**src/rtl/if_prefetch.sv**
```systemverilog
// Instruction prefetch buffer: credit-limited in-order fetch with redirect/drain handling.
// Define IF_PERF_CNT_EN to add the fetch_count output (count of delivered instructions).
module if_prefetch #(
  parameter int unsigned           DATA_WIDTH = 32,
  parameter int unsigned           ADDR_WIDTH = 32,
  parameter int unsigned           DEPTH      = 4,
  parameter logic [ADDR_WIDTH-1:0] PC_RESET   = '0
) (
  input  logic                  clk,
  input  logic                  reset,
  input  logic                  redirect_valid,
  input  logic [ADDR_WIDTH-1:0] redirect_pc,
  output logic                  mem_req,
  output logic [ADDR_WIDTH-1:0] mem_addr,
  input  logic                  mem_ready,
  input  logic                  mem_rvalid,
  input  logic [DATA_WIDTH-1:0] mem_rdata,
`ifdef IF_PERF_CNT_EN
  output logic [31:0]           fetch_count,
`endif
  output logic                  ir_valid,
  output logic [DATA_WIDTH-1:0] ir,
  output logic [ADDR_WIDTH-1:0] ir_pc,
  input  logic                  ir_ready
);

  localparam int unsigned           PtrW   = (DEPTH > 1) ? $clog2(DEPTH) : 1;
  localparam int unsigned           CntW   = $clog2(DEPTH + 1);
  localparam logic [ADDR_WIDTH-1:0] PcInc  = ADDR_WIDTH'(DATA_WIDTH / 8);
  localparam logic [CntW:0]         DepthC = (CntW + 1)'(DEPTH);

  typedef enum logic [1:0] {StIdle, StRun, StDrain} state_e;

  state_e                state_q, state_d;
  logic [ADDR_WIDTH-1:0] fetch_pc_q, fetch_pc_d;
  logic [ADDR_WIDTH-1:0] resp_pc_q, resp_pc_d;
  logic [CntW-1:0]       outstanding_q, outstanding_d;
  logic [CntW-1:0]       drop_cnt_q, drop_cnt_d;
  logic [CntW-1:0]       count_q, count_d;
  logic [PtrW-1:0]       rd_ptr_q, rd_ptr_d, wr_ptr_q, wr_ptr_d;

  logic [DATA_WIDTH-1:0] buf_data [DEPTH];
  logic [ADDR_WIDTH-1:0] buf_pc   [DEPTH];

  logic [CntW:0] inflight, pending;
  logic          accept, rsp_any, rsp_drop, push, pop;

  always_comb begin
    inflight = {1'b0, count_q} + {1'b0, outstanding_q};
    // Stale responses are always older than live ones, so the oldest arrival drains first.
    pending  = {1'b0, drop_cnt_q} + {1'b0, outstanding_q};
    mem_req  = (state_q == StRun) && (inflight < DepthC) && !redirect_valid;
    mem_addr = fetch_pc_q;
    accept   = mem_req && mem_ready;
    rsp_any  = mem_rvalid && (pending != '0);
    rsp_drop = mem_rvalid && (drop_cnt_q != '0);
    push     = mem_rvalid && (drop_cnt_q == '0) && (outstanding_q != '0) && !redirect_valid;
    ir_valid = (count_q != '0);
    pop      = ir_valid && ir_ready && !redirect_valid;
    ir       = ir_valid ? buf_data[rd_ptr_q] : '0;
    ir_pc    = ir_valid ? buf_pc[rd_ptr_q] : '0;
  end

  always_comb begin
    state_d       = state_q;
    fetch_pc_d    = fetch_pc_q;
    resp_pc_d     = resp_pc_q;
    outstanding_d = outstanding_q;
    drop_cnt_d    = drop_cnt_q;
    count_d       = count_q;
    rd_ptr_d      = rd_ptr_q;
    wr_ptr_d      = wr_ptr_q;
    if (redirect_valid) begin
      fetch_pc_d    = redirect_pc;
      resp_pc_d     = redirect_pc;
      outstanding_d = '0;
      drop_cnt_d    = CntW'(pending - {{CntW{1'b0}}, rsp_any});
      count_d       = '0;
      rd_ptr_d      = '0;
      wr_ptr_d      = '0;
      state_d       = (drop_cnt_d != '0) ? StDrain : StRun;
    end else begin
      if (accept) fetch_pc_d = fetch_pc_q + PcInc;
      outstanding_d = outstanding_q + CntW'(accept) - CntW'(push);
      if (rsp_drop) drop_cnt_d = drop_cnt_q - CntW'(1);
      if (push) begin
        resp_pc_d = resp_pc_q + PcInc;
        wr_ptr_d  = wr_ptr_q + PtrW'(1);
      end
      if (pop) rd_ptr_d = rd_ptr_q + PtrW'(1);
      count_d = count_q + CntW'(push) - CntW'(pop);
      case (state_q)
        StIdle:  state_d = StRun;
        StRun:   state_d = StRun;
        StDrain: if (drop_cnt_d == '0) state_d = StRun;
        default: state_d = StIdle;
      endcase
    end
  end

  always_ff @(posedge clk or negedge reset) begin
    if (!reset) begin
      state_q       <= StIdle;
      fetch_pc_q    <= PC_RESET;
      resp_pc_q     <= PC_RESET;
      outstanding_q <= '0;
      drop_cnt_q    <= '0;
      count_q       <= '0;
      rd_ptr_q      <= '0;
      wr_ptr_q      <= '0;
    end else begin
      state_q       <= state_d;
      fetch_pc_q    <= fetch_pc_d;
      resp_pc_q     <= resp_pc_d;
      outstanding_q <= outstanding_d;
      drop_cnt_q    <= drop_cnt_d;
      count_q       <= count_d;
      rd_ptr_q      <= rd_ptr_d;
      wr_ptr_q      <= wr_ptr_d;
    end
  end

  // Payload storage needs no reset: entries are only visible while counted.
  always_ff @(posedge clk) begin
    if (push) begin
      buf_data[wr_ptr_q] <= mem_rdata;
      buf_pc[wr_ptr_q]   <= resp_pc_q;
    end
  end

`ifdef IF_PERF_CNT_EN
  logic [31:0] fetch_count_q;

  always_ff @(posedge clk or negedge reset) begin
    if (!reset) begin
      fetch_count_q <= '0;
    end else if (pop) begin
      fetch_count_q <= fetch_count_q + 32'd1;
    end
  end

  assign fetch_count = fetch_count_q;
`endif

endmodule

```
**config.mk**
```make
export PLATFORM = sky130hd
export DESIGN_NAME = if_prefetch
export DESIGN_NICKNAME = d
export VERILOG_FILES = /design/src/rtl/if_prefetch.sv
export SDC_FILE = /design/constraint.sdc
export NUM_CORES = 1
export LEC_CHECK = 0
export ABC_AREA = 0
export CORE_UTILIZATION = 45
export DETAILED_ROUTE_END_ITERATION = 16
export GPL_ROUTABILITY_DRIVEN = 0
export PLACE_DENSITY = 0.71
export RECOVER_POWER = 100
export SLEW_MARGIN = 5
export SYNTH_ARGS = -nofsm -noshare
export SYNTH_HDL_FRONTEND = slang
export SYNTH_SLANG_ARGS = --single-unit
```
**constraint.sdc**
```tcl
create_clock -name clk -period 3.9 [get_ports clk]
set_clock_uncertainty 0.15 [all_clocks]
set_input_delay 0.975 -clock clk [delete_from_list [all_inputs] [get_ports clk]]
set_output_delay 0.975 -clock clk [all_outputs]
set_load 0.1 [all_outputs]
```
==> results.md, run 1 <==
- Total grt overflow: 0
- Xor-xnor portion of the synthesized cell area: 0.0341
- Hold Fails Final Rpt: 0
- Critical path launch point type: flip-flop
- # Post-CTS Setup Buffers: 0
- Final setup violating endpoints: 0
- PwrDens: 701 nW/um^2
- Kind of critical path: reg2out
- Detail Route Antenna Nets: 0
- First DRT Iteration DRCs: 478
- Asr flop ratio synth: 0.236
- Syn avg cell area: 16.1 um^2
- Adder-Cell Fraction of Synth Area: 0.0207
- Largest family of logic cells by synthesized area: multiplexers
- WP data arrival: 2.52 ns
- First-pass GRT wire length: 48000 um
- Worst path bufs/invs: 2
- Hold Buf Count CTS: 0
- H-tree depth: 2
- TritonCTS clock tree: yes
- Via-to-Cell Ratio: 5.48
- Vias: about 8300
- Status: finished with violations
- Synth Area in Compound Gates: 0.0269
- Pin count of the biggest net entering global routing: between 60 and 70
- Vias in the first global route: 8575
- Worst skew pair latency: 0.51 ns
- Core box area: roughly 31000 um^2
- Net count, final: 1173
- Mux contribution to synthesized area: 0.123
- CP max stage cell: dfrtp_4
- CTS sink cnt: 335
- Top_reg_cell synth: edfxtp_1
- Post-Syn Area: 14400 um^2
- Static leakage: ~6.1 nW
- Clock tree buffer depth: 3
- Fin. max-slew vios: 31
- Hold crit path type: in2async
- Post-Route WL: 29800 um
- Worst path max stage delay: 0.67 ns
- Area growth syn-to-layout: 19.2%
- Synth Area in Simple Gates: 0.104
- Top Family by Delay on Critical Path: flip-flops
- CTS root buffer: clkbuf_16
- WP data required: 2.77 ns
- Most common cell after layout, fill and taps aside: edfxtp_1
- Post-synth EDFFs: 256
- Initial antenna violation count: 0
- Hold Slack: about 0.34 ns
- Maximum fanout along the worst path: 19
- Maximum vdd drop: 0.356 mV
- FILL cells: 2582
- Sequential fraction of the synthesis area: 0.671
- Tcrit/Tclk final: 0.934
- CTS buffer count: 36
- RSZ-0062 raised after global routing: false
- Total GRT Usage: 0.188
- Seq cells post-synth: 335
- Fmax: 0.274 GHz
- Netlist cell types: 52
- Starting density of the core: 0.457
- IO Port Bufs: 167
- Critical path cell sequence: buf_12 > mux4_2 > and2_1 > clkbuf_2
- WL/cell: 19.8 um
- Least-Margin Pin Slew: 1.66 ns
- Max_slew headroom: -0.110
- Die Area: 32700 um^2
- CTS resizes: 0
- Cell Rows: 65
- Die Y: between 150 and 200 um
- Die W: 181 um
- Most frequent cells in the layout: edfxtp_1 (256), dfrtp_1 (77), mux4_2 (64)
- Clock-pin slew on the worst setup and hold paths: 0.06 ns
- Failing checks: capacitance limit, slew limit
- Synth Net Count: 988
- Max Cap Viol: 1
- Min Clock Period, post-route: 3.64 ns
- Instance count of the mapped netlist: 896
- Yosys warning count: 0
- Initial DRT Pass Iterations: 4
- Io pins: roughly 170
- CP Capture Type: output pin
- Drc violations: 0
- DPL Wire Length: roughly 19000 um
- Setup tns final: 0 ns
- Share of cells above drive strength 1: 0.206
## metrics by stage
step                cells  setup slack, ns  cell area (um^2)  total power, mW  utilization
finish               1509            0.256             17200             12.0        0.545
floorplan             896            0.361             14400             7.96            -
global placement     1445            0.602             16400             9.03        0.522
CTS                  1508            0.337             17600             12.4        0.558
global route         1508            0.146             17200             12.5        0.545
detailed placement   1445            0.524             16400             9.06        0.522
## cells by family after synthesis
group	Yosys count
AOI/OAI and AO/OA	59
and+or+nand+nor	260
buffers and inverters	70
muxes	94
DFF	335
xor gates and xnor gates	56
adders and majority gates	22
## report_power, final
part / total (mW) / switching (mW) / internal, mW / leakage [nW]
sequential: 4.22 / 0.219 / 4.00 / 3.25
combinational: 4.50 / 3.48 / 1.01 / 2.26
clock: 3.30 / 1.33 / 1.98 / 0.550
total: 12.0 / 5.03 / 6.99 / 6.05
## Yosys cell counts (3+ instances only)
cell	number	area [um^2]
dfrtp_1	79	1980
nor4_1	11	68.8
a21boi_0	3	22.5
and3_1	14	87.6
and2_1	70	438
mux2_2	25	282
buf_1	5	18.8
nor3_1	16	80.1
nand3_1	24	120
mux4_2	64	1440
o21ai_0	15	75.1
ha_1	19	238
nand2_1	47	176
inv_1	27	101
fa_1	3	60.1
xor2_1	32	280
or3_1	5	31.3
o21ai_1	4	20.0
nor4_2	7	87.6
buf_2	10	50.1
nor2b_1	5	31.3
and4_1	6	52.6
xnor2_1	24	210
nand4_1	19	119
clkbuf_1	25	93.8
a21boi_1	4	30.0
o211ai_1	4	30.0
edfxtp_1	256	7690
nor2_1	24	90.1
nand2b_1	5	31.3
a21oi_1	10	50.1
mux2i_1	5	50.1
o311ai_0	5	43.8
## final timing paths
kind	start	to	slack (ns)	cells past startpoint
min in group clk	state_q[0]	state_q[1]	0.35	1
hold / removal	reset	mem_addr[22]	0.34	1
hold reg to reg	state_q[0]	state_q[1]	0.35	1
max in group asynchronous	reset	resp_pc_q[22]	1.29	2
setup / recovery	rd_ptr_q[0]	ir_pc[0]	0.26	4
setup reg to reg	count_q[1]	count_q[2]	0.88	11
## flip-flops by register name, summed over array words and instances, names as in the netlist
name,flops
state_q,2
count_q,3
rd_ptr_q,2
drop_cnt_q,3
resp_pc_q,32
wr_ptr_q,2
buf_data,128
buf_pc,128
outstanding_q,3
mem_addr,32
## worst register-to-register path, cell delays in order, from the launching register on
cell	delay, ns
dfrtp_1	0.45
or3_2	0.49
buf_4	0.34
nand2_1	0.21
nor2_1	0.10
ha_1	0.31
inv_1	0.05
ha_1	0.13
inv_1	0.05
fa_1	0.37
xnor2_1	0.18
nor2_1	0.05
## final cells by class
type / instances / area, um^2 / share of cell area
Timing Repair Buffer: 188 / 1330 / 0.0776
Sequential cell: 335 / 9670 / 0.564
Tap cell: 402 / 503 / 0.0293
Inverter: 29 / 109 / 0.00635
Clock inverter: 16 / 159 / 0.00926
Multi-Input combinational cell: 491 / 4400 / 0.256
Clock buffer: 47 / 983 / 0.0573
Antenna cell: 1 / 2.50 / 0.000146
## layer usage
layer  vias up  GRT usage  part of all wire
met5         -          0                 0
met4         0     0.0431             0.015
met3        35     0.0347             0.063
met2       275      0.299              0.46
met1      4168      0.271              0.46
li1       3788          -                 -
(Power assumes the default switching activity.)
==> inputs of run 2 (changes only) <==
--- a/config.mk
+++ b/config.mk
@@ -6,6 +6,7 @@
 export NUM_CORES = 1
 export LEC_CHECK = 0
 export ABC_AREA = 0
+export CORE_MARGIN = 1
 export CORE_UTILIZATION = 45
 export DETAILED_ROUTE_END_ITERATION = 16
 export GPL_ROUTABILITY_DRIVEN = 0
==> results of run 2 <==
Final layout, timing and power as in run 1 (identical DEF).
